**config.mk**
```make
export PLATFORM = sky130hd
export DESIGN_NAME = ahbl_arbiter_2m
export DESIGN_NICKNAME = d
export VERILOG_FILES = /design/src/rtl/ahbl_arbiter_2m.sv
export SDC_FILE = /design/constraint.sdc
export NUM_CORES = 1
export LEC_CHECK = 0
export CAP_MARGIN = 20
export CORE_AREA = 2 2 121 123
export DETAILED_ROUTE_END_ITERATION = 16
export DIE_AREA = 0 0 123 125
export DONT_BUFFER_PORTS = 1
export GPL_TIMING_DRIVEN = 0
export HOLD_SLACK_MARGIN = 0.15
export PLACE_DENSITY_LB_ADDON = 0.3
export SLEW_MARGIN = 20
export SYNTH_ARGS = -nofsm -noshare
export SYNTH_HDL_FRONTEND = slang
export SYNTH_SLANG_ARGS = --single-unit
```
**constraint.sdc**
```tcl
create_clock -name HCLK -period 1.55 [get_ports HCLK]
set_input_delay 0 -clock HCLK [delete_from_list [all_inputs] [get_ports HCLK]]
set_output_delay 0 -clock HCLK [all_outputs]
set_load 0.01 [all_outputs]
```
**src/rtl/ahbl_arbiter_2m.sv**
```systemverilog
// ahbl_arbiter_2m: round-robin two-client AHB-Lite master with byte-lane formatting.
// Optional data-phase timeout abort enabled by defining AHBL_ARB_TIMEOUT_EN.
module ahbl_arbiter_2m #(
    parameter int TIMEOUT_CYCLES = 255
) (
    input  logic        HCLK,
    input  logic        HRESET,
    input  logic        req0,
    input  logic        req1,
    input  logic [31:0] addr0,
    input  logic [31:0] addr1,
    input  logic [31:0] wdata0,
    input  logic [31:0] wdata1,
    input  logic        write0,
    input  logic        write1,
    input  logic [2:0]  size0,
    input  logic [2:0]  size1,
    output logic        ack0,
    output logic        ack1,
    output logic [31:0] rdata0,
    output logic [31:0] rdata1,
    output logic        err0,
    output logic        err1,
    output logic [31:0] HADDR,
    output logic [1:0]  HTRANS,
    output logic [2:0]  HSIZE,
    output logic        HWRITE,
    output logic [31:0] HWDATA,
    input  logic        HREADY,
    input  logic [31:0] HRDATA
);
    typedef enum logic [1:0] {IDLE, ADDR, DATA, DONE} state_t;
    state_t state, state_nxt;
    logic last_grant, gnt, pick, to;
    logic [2:0] size_sel;
    logic [31:0] wd_sel, wd_fmt, rd_fmt;
    logic [7:0] rd_b;
    logic [15:0] rd_h;
    assign pick = (req0 & req1) ? ~last_grant : req1;
    assign size_sel = pick ? size1 : size0;
    assign wd_sel = gnt ? wdata1 : wdata0;
    assign wd_fmt = HSIZE == 3'd0 ? {4{wd_sel[7:0]}} : HSIZE == 3'd1 ? {2{wd_sel[15:0]}} : wd_sel;
    assign rd_b = HRDATA[{HADDR[1:0], 3'b000} +: 8];
    assign rd_h = HRDATA[{HADDR[1], 4'b0000} +: 16];
    assign rd_fmt = HSIZE == 3'd0 ? {24'b0, rd_b} : HSIZE == 3'd1 ? {16'b0, rd_h} : HRDATA;
    always_ff @(posedge HCLK)
        state <= HRESET ? IDLE : state_nxt;
    always_comb begin
        state_nxt = state;
        case (state)
            IDLE:    state_nxt = (req0 | req1) ? ADDR : IDLE;
            ADDR:    state_nxt = HREADY ? DATA : ADDR;
            DATA:    state_nxt = (HREADY | to) ? DONE : DATA;
            default: state_nxt = IDLE;
        endcase
    end
    always_ff @(posedge HCLK) begin
        if (HRESET) begin
            last_grant <= 1'b1;
            gnt        <= 1'b0;
            HADDR      <= '0;
            HTRANS     <= 2'b00;
            HSIZE      <= '0;
            HWRITE     <= 1'b0;
            HWDATA     <= '0;
            ack0       <= 1'b0;
            ack1       <= 1'b0;
            rdata0     <= '0;
            rdata1     <= '0;
        end else begin
            ack0 <= 1'b0;
            ack1 <= 1'b0;
            case (state)
                IDLE: if (req0 | req1) begin
                    gnt        <= pick;
                    last_grant <= pick;
                    HADDR      <= pick ? addr1 : addr0;
                    HSIZE      <= size_sel > 3'd2 ? 3'd2 : size_sel;
                    HWRITE     <= pick ? write1 : write0;
                    HTRANS     <= 2'b10;
                end
                ADDR: if (HREADY) begin
                    HTRANS <= 2'b00;
                    HWDATA <= wd_fmt;
                end
                DATA: begin
                    if (HREADY | to) {ack1, ack0} <= gnt ? 2'b10 : 2'b01;
                    if (HREADY && !HWRITE && !gnt) rdata0 <= rd_fmt;
                    if (HREADY && !HWRITE && gnt) rdata1 <= rd_fmt;
                end
                default: ;
            endcase
        end
    end
`ifdef AHBL_ARB_TIMEOUT_EN
    localparam int CW = $clog2(TIMEOUT_CYCLES + 1) > 8 ? $clog2(TIMEOUT_CYCLES + 1) : 8;
    logic [CW-1:0] cnt;
    // Abort fires on the TIMEOUT_CYCLES-th consecutive wait cycle of the data phase.
    assign to = state == DATA && !HREADY && cnt == CW'(TIMEOUT_CYCLES - 1);
    always_ff @(posedge HCLK) begin
        if (HRESET || state != DATA) cnt <= '0;
        else if (!HREADY) cnt <= cnt + CW'(1);
    end
    always_ff @(posedge HCLK) begin
        if (HRESET) {err1, err0} <= 2'b00;
        else {err1, err0} <= to ? (gnt ? 2'b10 : 2'b01) : 2'b00;
    end
`else
    assign to = 1'b0;
    assign err0 = 1'b0;
    assign err1 = 1'b0;
`endif
endmodule

```
== Word-level counts from Yosys, hierarchy flattened ==
Cells that the tools add are included.

* Reductions and logical operators: 14
* Muxes and demuxes: 18
* Shift operators: 2
* Equality and inequality tests: 5
* Bitwise operators: 5
* Order comparisons: 1

{| class="wikitable"
|+ Operator list
! cell !! count
|-
| $mux W32 || 6
|-
| $shiftx A32 B6 Y16 || 1
|-
| $shiftx A32 B6 Y8 || 1
|-
| $mux W2 || 4
|-
| $reduce_and A2 Y1 || 4
|-
| $mux W3 || 2
|-
| $pmux W2 S3 || 1
|-
| $mux W1 || 4
|-
| $ne A2 B2 Y1 const B || 2
|-
| $pmux W2 S2 || 1
|-
| $eq A3 B1 Y1 const B || 1
|-
| $gt A3 B2 Y1 const B || 1
|-
| $logic_and A1 B1 Y1 || 3
|-
| $logic_not A3 Y1 || 1
|-
| $not A1 Y1 || 3
|-
| $reduce_and A3 Y1 || 1
|-
| $reduce_or A3 Y1 || 1
|-
| $eq A2 B1 Y1 const B || 1
|-
| $eq A2 B2 Y1 const B || 1
|-
| $logic_not A1 Y1 || 2
|-
| $logic_not A2 Y1 || 1
|-
| $reduce_bool A2 Y1 || 1
|-
| $and A1 B1 Y1 || 1
|-
| $or A1 B1 Y1 || 1
|}

* Flip-flop bits (word level): 140
* Output and inout port bits: 138

== Longest topological paths before layout ==
Gate-level depths: netlist of the first run.

* Word-level depth: 5
* Depth in mapped cells: 7

== Worst setup path after synthesis of the first run ==
Ideal clock, no wire load.

* Path kind: register -> register
* Start: reg HSIZE[2]
* End: reg HWDATA[10]
* Arrival: 1425 ps
* Path slack: -7 ps
* Stages on the path, launching flop included: 7
* Required time: 1418 ps
* Setup time: 132 ps
* Period minus slack after synthesis: 1557 ps
* Buffers on the path: 3
* Path through: dfxtp_1 or3_1 clkbuf_1 buf_2 buf_2 o211ai_1 a21oi_1

* Cells in the longest elaborated chain, start to end: 2

{| class="wikitable"
|+ Ends and longest elaborated chain
! what !! line !! RTL
|-
| from (decl) || 26 || <nowiki>output logic [2:0] HSIZE,</nowiki>
|-
| from (signal assigned) || 78 || <nowiki>HSIZE <= size_sel > 3'd2 ? 3'd2 : size_sel;</nowiki>
|-
| $logic_not A3 Y1 || 42 || <nowiki>assign wd_fmt = HSIZE == 3'd0 ? {4{wd_sel[7:0]}} : HSIZE == 3'd1 ? {2{wd_sel[15:0]}} : wd_sel;</nowiki>
|-
| $mux W32 || 42 ||
|-
| to (signal assigned) || 84 || <nowiki>HWDATA <= wd_fmt;</nowiki>
|-
| to (decl) || 28 || <nowiki>output logic [31:0] HWDATA,</nowiki>
|}

Every way passes these cells.
A chain may end at the register's enable or synchronous reset.

== Worst setup path in the final report of the first run ==
* Start: reg HADDR[0]
* End: reg rdata1[3]

* Cells in the longest elaborated chain, start to end: 2

{| class="wikitable"
|+ Ends and longest elaborated chain
! what !! line !! RTL
|-
| from (decl) || 24 || <nowiki>output logic [31:0] HADDR,</nowiki>
|-
| from (signal assigned) || 77 || <nowiki>HADDR <= pick ? addr1 : addr0;</nowiki>
|-
| $shiftx A32 B6 Y8 || 43 || <nowiki>assign rd_b = HRDATA[{HADDR[1:0], 3'b000} +: 8];</nowiki>
|-
| $mux W32 || 45 || <nowiki>assign rd_fmt = HSIZE == 3'd0 ? {24'b0, rd_b} : HSIZE == 3'd1 ? {16'b0, rd_h} : HRDATA;</nowiki>
|-
| to (signal assigned) || 89 || <nowiki>if (HREADY && !HWRITE && gnt) rdata1 <= rd_fmt;</nowiki>
|-
| to (decl) || 21 || <nowiki>output logic [31:0] rdata1,</nowiki>
|}

Every way passes these cells.

==> summary.txt, run 1 <==
Yosys
  • Most instantiated cells after synthesis: dfxtp_1, nor2_1, nand2_1, mux2i_1, a21oi_1
  • Compound-cell area share of the yosys netlist: 0.1871
  • Synthesized area per cell: 8.933 µm²
  • XOR/XNOR share of the synthesized area: 0
  • Unique cell type count in the Yosys netlist: 41
  • Main synth FF type: dfxtp_1
  • Top cells by area, synth: dfxtp_1, mux2i_1, nor2_1, nand2_1, a21oi_1
  • Largest family of logic cells by synthesized area: compound AO/OA/AOI/OAI gates
  • Synth top area share: 0.4308
  • Post-Synth Simple-Gate Area: 0.1703
  • Post-synthesis register bit count: 139
  • Yosys warning total: 0
  • Fraction of registers with async set or reset after synthesis: 0
  • Number of synthesized flops with an enable pin: 0
  • Multiplexer share of the synthesized area: 0.1550
  • Seq/Total Area, Yosys: 0.4308
  • Gate Count Post-Synth: 723
  • Most common cell in the synthesized netlist: dfxtp_1
  • Adder-Cell Fraction of Synth Area: 0
  • Cell accounting for the most synthesized area: dfxtp_1
  • Post-Syn Area: 0.006459 mm²

STA
  • Fin worst setup slack: -21.48 ps
  • Final Skew: 8.754 ps
  • Achievable clock frequency: 0.6363 GHz
  • Post-layout min period: 1571 ps
  • RSZ-0062 raised after global routing: yes
  • Pins over their slew limit: 0
  • Slew headroom: 0.5090
  • Worst Tran Pin Value: 736.5 ps
  • Final period util: 1.014
  • Final Hold Fails: 0
  • Final setup violation count: 3

Floorplan
  • Die X: 123 µm
  • Ports: 311
  • # rows: 44
  • DIE HEIGHT: 125 µm
  • Starting Density: 0.4547
  • Die area: 0.01538 mm²
  • Core area: 0.01420 mm²

Power and ir drop
  • Leak pwr: 3.585 nW
  • PwrDens: 1061 mW/mm²
  • Maximum vdd drop: 0.0007351 V

CTS
  • Clock Path Buffers: 2
  • Clock Latency Late Sink: 420 ps
  • Num CTS Buffers: 17
  • Root buf cell: clkbuf_16
  • Htree depth: 4
  • CTS tree: yes
  • Clk slew on worst S/H paths: 60 ps
  • Sink Count: 139

Routing
  • Final WL: 27.31 mm
  • Vias per cell: 6.329
  • Avg WL per Cell: 24.12 µm
  • Drt first-iter violations: 690
  • DRC viols: 0
  • Via count: 7,164
  • Antenna-violating nets left: 0
  • Pre-Repair DR Iteration Count: 7

GRT
  • Gr ovfl total: 0
  • Largest net degree at the start of global routing: 17
  • Vias in the first global route: 7,204
  • First-pass GRT wire length: 39.27 mm
  • GRT Total Usage: 0.3338
  • Initial antenna violation count: 3

Placement
  • DP Area: 0.006700 mm²
  • GP Congestion: 0.9205
  • Placed Cells: 909
  • Buffers on Ports: 0
  • Post-DP HPWL: 17.06 mm

Layout
  • Syn-to-layout area delta: 48.82%
  • Design area: 0.009612 mm²
  • Post-Layout Cell Count: 1,132
  • Nets: 1,105
  • Fraction of layout cells with a size suffix above 1: 0.1683

Job
  • Max-Cap Viols: 0

Outcome
  • Failing checks: setup timing
  • Status: complete, but fails checks

Setup path
  • CP arrival: 1880 ps
  • Worst Path Required: 1860 ps
  • Class of the most critical setup path: register to register
  • Startpoint types: register
  • Worst setup EP type: register
  • Crit path max fanout: 5

Hold path
  • Tightest Hold Check Type: input pin to register
-- layer usage --
layer | up-vias | share of wire | GRT usage
met2 | 633 | 0.47 | 0.5483
met5 | - | 0 | 0
li1 | 3026 | - | -
met3 | 190 | 0.12 | 0.1177
met4 | 0 | 0.065 | 0.1952
met1 | 3315 | 0.35 | 0.3689
-- layout by cell type, fill, tap and decap left out, types with 14 or more instances in the layout --
cell             n
a211o_1         16
a211oi_1        31
a21oi_1         58
buf_4           23
clkbuf_1        16
clkbuf_16       20
dfxtp_1        130
dlygate4sd3_1  173
mux2i_1         64
nand2_1         75
nand3_1         32
nand3b_1        16
nor2_1          72
o211ai_1        24
o21ai_1         14
o2bb2ai_1       14
-- registers in the layout, indices dropped and copies added, names as in the netlist, 2 cells and up --
name    flops
HADDR      32
HSIZE       3
HWDATA     32
rdata0     32
rdata1     32
state       2
-- power breakdown --
part / total [mW] / switching [mW] / internal (mW)
Sequential: 4.05 / 0.273 / 3.77
Combinational: 2.14 / 1.09 / 1.05
Clock: 4.01 / 1.72 / 2.29
Total: 10.2 / 3.08 / 7.11
-- metrics by stage --
step	TNS, ps	setup WS [ps]	hold WS, ps	total power [mW]	util
6_report	-55.66	-21.48	148.0	10.19	0.6767
5_1_grt	-1223	-62.62	161.1	10.49	0.6767
4_1_cts	-0.1348	-0.1348	170.8	9.888	0.6496
3_5_place_dp	-24110	-349.9	156.1	5.466	0.4717
3_3_place_gp	-19600	-284.5	149.6	5.421	0.4717
2_1_floorplan	0	16.48	147.5	5.085	-
-- final cells by class --
| cell class | instances | area, µm² |
|---|---|---|
| flip-flops and latches | 139 | 2814 |
| diodes | 3 | 7.507 |
| well taps | 184 | 230.2 |
| multi-input cells | 510 | 3498 |
| clock buffers | 19 | 442.9 |
| inverters | 8 | 30.03 |
| plain buffers | 64 | 504.2 |
| fillers | 1020 | 4592 |
| clock inverters | 13 | 133.9 |
| repair buffers | 192 | 1951 |
-- cells by family (layout without fill, tap and decap cells) --
kind of cell,count (synthesis),count (layout)
flops,139,139
simple gates,239,239
other cells,1,6
buf+inv,76,296
mux,89,89
compound gates,179,179
-- critical path: stages (launching register included) --
cell and delay [ps]:
dfxtp_4 410, buf_12 140, mux4_2 510, nor2_1 120, a211o_1 180, o21ai_1 90
-- repair_timing --
action                                  in CTS  in global routing
gates resized for setup                     57                 96
endpoints found under the setup margin     127                118
endpoints found under the hold margin      137                  0
buffers inserted                             7                  8
hold buffers                               173                  0
gates cloned                                 0                  4
pin swaps                                    6                 29
-- final timing paths --
path | cells after the start | startpoint | slack [ps] | endpoint
worst max-delay path | 5 | HADDR[0] | -20 | rdata1[3]
worst min-delay path | 4 | req1 | 150 | HWRITE
worst min register to register | 2 | HWDATA[22] | 500 | HWDATA[22]
worst max register to register | 5 | HADDR[0] | -20 | rdata1[3]
Note: power is estimated with default switching activity, not from simulation.
==> run 2, diff against run 1 <==
--- a/config.mk
+++ b/config.mk
@@ -5,10 +5,11 @@
 export SDC_FILE = /design/constraint.sdc
 export NUM_CORES = 1
 export LEC_CHECK = 0
+export ABC_AREA = 1
 export CAP_MARGIN = 20
-export CORE_AREA = 2 2 121 123
+export CORE_AREA = 2 2 120 122
 export DETAILED_ROUTE_END_ITERATION = 16
-export DIE_AREA = 0 0 123 125
+export DIE_AREA = 0 0 122 124
 export DONT_BUFFER_PORTS = 1
 export GPL_TIMING_DRIVEN = 0
 export HOLD_SLACK_MARGIN = 0.15
==> summary.txt, run 2 <==
Yosys
  • Most instantiated cells after synthesis: nand2_1, dfxtp_1, o21ai_0, nor2_1
  • Unique cell type count in the Yosys netlist: 27
  • Largest family of logic cells by synthesized area: simple AND/OR/NAND/NOR gates
  • Top cells by area, synth: dfxtp_1, nand2_1, o21ai_0, nor2_1, nand3_1
  • Synthesized area per cell: 6.684 µm²
  • Number of synthesized flops with an enable pin: 0
  • Gate Count Post-Synth: 965
  • Cell accounting for the most synthesized area: dfxtp_1
  • Most common cell in the synthesized netlist: nand2_1
  • Synth top area share: 0.4314
  • Multiplexer share of the synthesized area: 0
  • Seq/Total Area, Yosys: 0.4314
  • Main synth FF type: dfxtp_1
  • Post-Syn Area: 0.006450 mm²
  • Post-Synth Simple-Gate Area: 0.2881
  • XOR/XNOR share of the synthesized area: 0
  • Post-synthesis register bit count: 139
  • Compound-cell area share of the yosys netlist: 0.1940
  • Adder-Cell Fraction of Synth Area: 0
  • Yosys warning total: 0
  • Fraction of registers with async set or reset after synthesis: 0

GRT
  • Vias in the first global route: 7,643
  • First-pass GRT wire length: 40.29 mm
  • Initial antenna violation count: 2
  • GRT Total Usage: 0.3515
  • Gr ovfl total: 0
  • Largest net degree at the start of global routing: 17

Routing
  • DRC viols: 0
  • Antenna-violating nets left: 0
  • Vias per cell: 5.784
  • Drt first-iter violations: 818
  • Final WL: 27.21 mm
  • Pre-Repair DR Iteration Count: 6
  • Avg WL per Cell: 19.93 µm
  • Via count: 7,895

Setup path
  • Worst Path Required: 1870 ps
  • Crit-path max cell delay: 320 ps
  • Crit path max fanout: 10
  • Worst setup EP type: register
  • Top cell by count, worst path: nand2_1
  • Startpoint types: register
  • Reg2reg start: gnt
  • CP arrival: 1800 ps
  • Crit path from: gnt
  • Slowest cell on crit path: dfxtp_1
  • Class of the most critical setup path: register to register
  • Critical-path cell list: buf_6 -> inv_2 -> buf_6 -> nand2_1 -> nand2_1 -> nand2_1 -> nand3_1 -> o211ai_1 -> inv_1

STA
  • Achievable clock frequency: 0.6729 GHz
  • Final Skew: 7.671 ps
  • Slew headroom: 0.5543
  • Worst Tran Pin Value: 668.5 ps
  • Fin worst setup slack: 63.95 ps
  • Post-layout min period: 1486 ps
  • Final setup violation count: 0
  • Pins over their slew limit: 0
  • Final period util: 0.9587
  • Final Hold Fails: 0
  • RSZ-0062 raised after global routing: yes

Floorplan
  • Ports: 311
  • Die X: 122 µm
  • Core area: 0.01372 mm²
  • DIE HEIGHT: 124 µm
  • Die area: 0.01513 mm²
  • # rows: 43
  • Starting Density: 0.4701

Job
  • Max-Cap Viols: 0

Layout
  • Fraction of layout cells with a size suffix above 1: 0.1033
  • Syn-to-layout area delta: 44.58%
  • Most frequent cells in the layout: nand2_1, dlygate4sd3_1, dfxtp_1
  • Nets: 1,341
  • Most common cell after layout, fill and taps aside: nand2_1
  • Multi-input gate area in the final layout: 0.003176 mm²
  • Design area: 0.009325 mm²
  • Fill cell count: 1,078
  • Seq. cell area: 0.002799 mm²

CTS
  • Sink Count: 139
  • Clk slew on worst S/H paths: 60 ps
  • CTS tree: yes
  • Htree depth: 4
  • Root buf cell: clkbuf_16
  • Clock Latency Late Sink: 430 ps
  • Clock Path Buffers: 2
  • Num CTS Buffers: 17

Power and ir drop
  • Clock share of power: 0.424
  • Combinational fraction of design power: 0.186
  • Leak pwr: 4.133 nW
  • Switch share: 0.2945
  • Psw: 3.118 mW
  • PwrDens: 1135 mW/mm²
  • Internal cell power: 7.471 mW
  • Sequential share of power: 0.390
  • Maximum vdd drop: 0.0006977 V

Hold path
  • Tightest Hold Check Type: input pin to register
  • Hold path startpoint: HREADY

Placement
  • Buffers on Ports: 0
  • DP Area: 0.006683 mm²
  • Worst slack at placement: -206.0 ps
  • Post-DP HPWL: 17.79 mm
  • GP Congestion: 0.9426

Outcome
  • Status: completed
==> run 2: cell types whose count changed in the layout (fill, tap and decap cells not counted), moves of 16 or more <==
cell      change
nand3_1      +20
o211ai_1     -17
nand3b_1     -16
o21ai_0     +124
a31oi_1      +40
nor2_1       +48
nand2_1     +199
a211oi_1     -31
inv_1        +41
mux2i_1      -64
a211o_1      -16
==> run 2: per-layer routing <==
metal  GRT usage  part of all wire  vias to the layer above
met5           0                 0                        -
met2      0.5758              0.46                      670
met1      0.3991              0.36                     3493
met3      0.1113              0.12                      162
met4      0.2191             0.056                        0
li1            -                 -                     3570
==> run 2: power by group through the flow <==
stage,Combinational [mW],Clock (mW),Sequential [mW]
floorplan,1.02,0,4.11
finish,1.97,4.49,4.13
global route,2.13,4.66,4.16
detailed placement,1.38,0,4.20
CTS,1.79,4.48,4.13
global placement,1.36,0,4.20
==> run 2: cell families after synthesis <==
family	Yosys count
simple gates	462
buf+inv	127
flops	139
other cells	1
compound gates	236
==> run 2: path summary, 6_finish.rpt <==
| path | cells past startpoint | to | slack [ps] |
|---|---|---|---|
| worst max-delay path | 9 | HWDATA[16] | 60 |
| worst min-delay path | 6 | rdata0[18] | 140 |
| worst max register to register | 9 | HWDATA[16] | 60 |
| worst min register to register | 2 | last_grant | 470 |
==> run 2: critical path, delay by kind of cell, from the launching register on <==
kind,cells,cell delay (ps)
DFF,1,320
buffers and inverters,4,510
and+or+nand+nor,4,420
AOI/OAI and AO/OA,1,140
==> run 2: layout make-up <==
| class | instances | area share |
|---|---|---|
| tap | 180 | 0.02415 |
| buffer | 69 | 0.04307 |
| inverter | 58 | 0.02415 |
| timing repair buffer | 182 | 0.1975 |
| clock inverter | 10 | 0.01744 |
| multi-input combinational | 701 | 0.3405 |
| clock buffer | 22 | 0.05193 |
| sequential | 139 | 0.3001 |
| antenna | 4 | 0.001073 |
==> run 2: what timing repair did <==
| item | CTS | global route |
|---|---|---|
| hold buffers | 175 | 0 |
| setup endpoints to repair | 107 | 124 |
| gates cloned | 0 | 0 |
| hold endpoints to repair | 139 | 0 |
| pin swaps | 1 | 2 |
| resized for setup | 16 | 59 |
| setup buffers | 4 | 3 |
==> run 2: through the flow <==
| step | instances | TNS [ps] | power [mW] | hold slack (ps) | util |
|---|---|---|---|---|---|
| after floorplan | 967 | 0 | 5.129 | 151.2 | - |
| after global placement | 1147 | -6626 | 5.552 | 164.8 | 0.4871 |
| after detailed placement | 1147 | -8840 | 5.573 | 171.0 | 0.4871 |
| after CTS | 1358 | 0 | 10.39 | 172.4 | 0.6687 |
| after global routing | 1363 | -44.70 | 10.94 | 165.9 | 0.6793 |
| final | 1365 | 0 | 10.59 | 144.4 | 0.6797 |
==> run 3, diff against run 2 <==
--- a/config.mk
+++ b/config.mk
@@ -14,6 +14,7 @@
 export GPL_TIMING_DRIVEN = 0
 export HOLD_SLACK_MARGIN = 0.15
 export PLACE_DENSITY_LB_ADDON = 0.3
+export REMOVE_ABC_BUFFERS = 1
 export SLEW_MARGIN = 20
 export SYNTH_ARGS = -nofsm -noshare
 export SYNTH_HDL_FRONTEND = slang
==> summary.txt, run 3 (synthesized netlist as in run 2, its figures left out) <==
Hold path
  • Tightest Hold Check Type: input pin to register

Setup path
  • Class of the most critical setup path: register to register
  • Crit path max fanout: 10
  • Critical-path cell list: buf_6 -> buf_4 -> nand2_1 -> nand2_1 -> nand2_1 -> nand2_1 -> a21oi_1 -> nor2_1
  • Top cell by count, worst path: nand2_1
  • Crit-path max cell delay: 380 ps
  • Worst setup EP type: register
  • WP buf/inv: 2
  • Delay-heaviest family, CP: simple AND/OR/NAND/NOR gates
  • CP arrival: 1810 ps
  • Worst Path Required: 1840 ps
  • Slowest cell on crit path: dfxtp_4
  • Startpoint types: register

Placement
  • Post-DP HPWL: 13.54 mm
  • Placed Cells: 1,086
  • GP Congestion: 0.8439
  • Worst slack at placement: -1605 ps
  • Buffers on Ports: 0
  • DP Area: 0.006499 mm²

Floorplan
  • Ports: 311
  • DIE HEIGHT: 124 µm
  • Starting Density: 0.4701
  • Die area: 0.01513 mm²
  • Core area: 0.01372 mm²
  • Die X: 122 µm
  • # rows: 43

Layout
  • Syn-to-layout area delta: 47.80%
  • Fill cell count: 1,045
  • Nets: 1,313
  • Fraction of layout cells with a size suffix above 1: 0.09635
  • Design area: 0.009533 mm²
  • Most frequent cells in the layout: nand2_1, dlygate4sd3_1, dfxtp_1
  • Post-Layout Cell Count: 1,334
  • Most common cell after layout, fill and taps aside: nand2_1

Job
  • Max-Cap Viols: 0

Outcome
  • Status: completed

Power and ir drop
  • Leak pwr: 4.157 nW
  • Maximum vdd drop: 0.0007400 V
  • Tot Pwr: 10.75 mW
  • PwrDens: 1128 mW/mm²

CTS
  • Clock Latency Late Sink: 410 ps
  • Clk slew on worst S/H paths: 60 ps
  • Root buf cell: clkbuf_16
  • Clock Path Buffers: 2
  • CTS tree: yes
  • Sink Count: 139
  • Htree depth: 4
  • Num CTS Buffers: 17

STA
  • Pins over their slew limit: 0
  • Achievable clock frequency: 0.6588 GHz
  • Fin worst setup slack: 32.02 ps
  • Final Hold Fails: 0
  • Slew headroom: 0.5811
  • Worst Tran Pin Value: 627.6 ps
  • Final period util: 0.9793
  • Setup tns final: 0 ps
  • Final setup violation count: 0
  • Final Skew: 7.277 ps
  • Post-layout min period: 1518 ps

GRT
  • Gr ovfl total: 0
  • Initial antenna violation count: 2
  • First-pass GRT wire length: 36.16 mm
  • Vias in the first global route: 6,850
  • Largest net degree at the start of global routing: 78
  • GRT Total Usage: 0.3095

Routing
  • DRC viols: 0
  • Final WL: 26.00 mm
  • Pre-Repair DR Iteration Count: 10
  • Antenna-violating nets left: 0
  • Drt first-iter violations: 769
  • Via count: 7,640
  • Avg WL per Cell: 19.49 µm
  • Vias per cell: 5.727
-- run 3: changes by cell type in the layout (fill, tap and decap cells not counted), sizes merged --
cell         change
buf              -1
bufinv           +2
clkbuf          -35
clkinv           -2
clkinvlp         +4
diode            -2
dlygate4sd3      +2
inv              -2
nand2            +1
nor2             +2
-- run 3: through the flow --
step	util	hold WS, ps
5_1_grt	0.6948	206.5
4_1_cts	0.6639	-379.4
6_report	0.6948	211.0
2_1_floorplan	-	69.07
3_5_place_dp	0.4737	67.74
3_3_place_gp	0.4626	73.17
-- run 3: layer usage --
metal | vias to the layer above | share of wire | track usage | wire length (µm)
li1 | 3510 | - | - | -
met2 | 565 | 0.47 | 0.5164 | 12290
met1 | 3435 | 0.37 | 0.3574 | 9620
met3 | 130 | 0.11 | 0.09432 | 2848
met4 | 0 | 0.048 | 0.1638 | 1244
met5 | - | 0 | 0 | 0
-- run 3: repair_timing --
action | in CTS | in global routing
gates cloned | 2 | 4
buffers inserted | 19 | 12
hold endpoints to repair | 139 | 15
hold buffers | 162 | 16
gates resized for setup | 32 | 22
endpoints found under the setup margin | 133 | 110
pin swaps | 6 | 6
-- run 3: path summary, 6_finish.rpt --
| kind | from | to | slack, ps | cells past startpoint |
|---|---|---|---|---|
| max | gnt | HWDATA[9] | 30 | 8 |
| min | HRESET | ack0 | 210 | 2 |
| max reg2reg | gnt | HWDATA[9] | 30 | 8 |
| min reg2reg | last_grant | last_grant | 500 | 2 |
-- run 3: power by group --
| group | switching (mW) | leakage (nW) | internal (mW) |
|---|---|---|---|
| clock | 1.54 | 0.316 | 3.05 |
| sequential | 0.348 | 1.14 | 3.82 |
| combinational | 1.15 | 2.70 | 0.839 |
-- run 3: cell type report --
class / instances / area [µm²] / share of cell area
Timing Repair inverter: 1 / 8.758 / 0.0009188
Sequential cell: 139 / 2808 / 0.2945
Inverter: 58 / 266.5 / 0.02796
Timing Repair Buffer: 219 / 2316 / 0.2429
Multi-Input combinational cell: 704 / 3239 / 0.3398
Tap cell: 180 / 225.2 / 0.02363
Clock buffer: 20 / 446.7 / 0.04686
Antenna cell: 2 / 5.005 / 0.0005250
Clock inverter: 11 / 217.7 / 0.02284
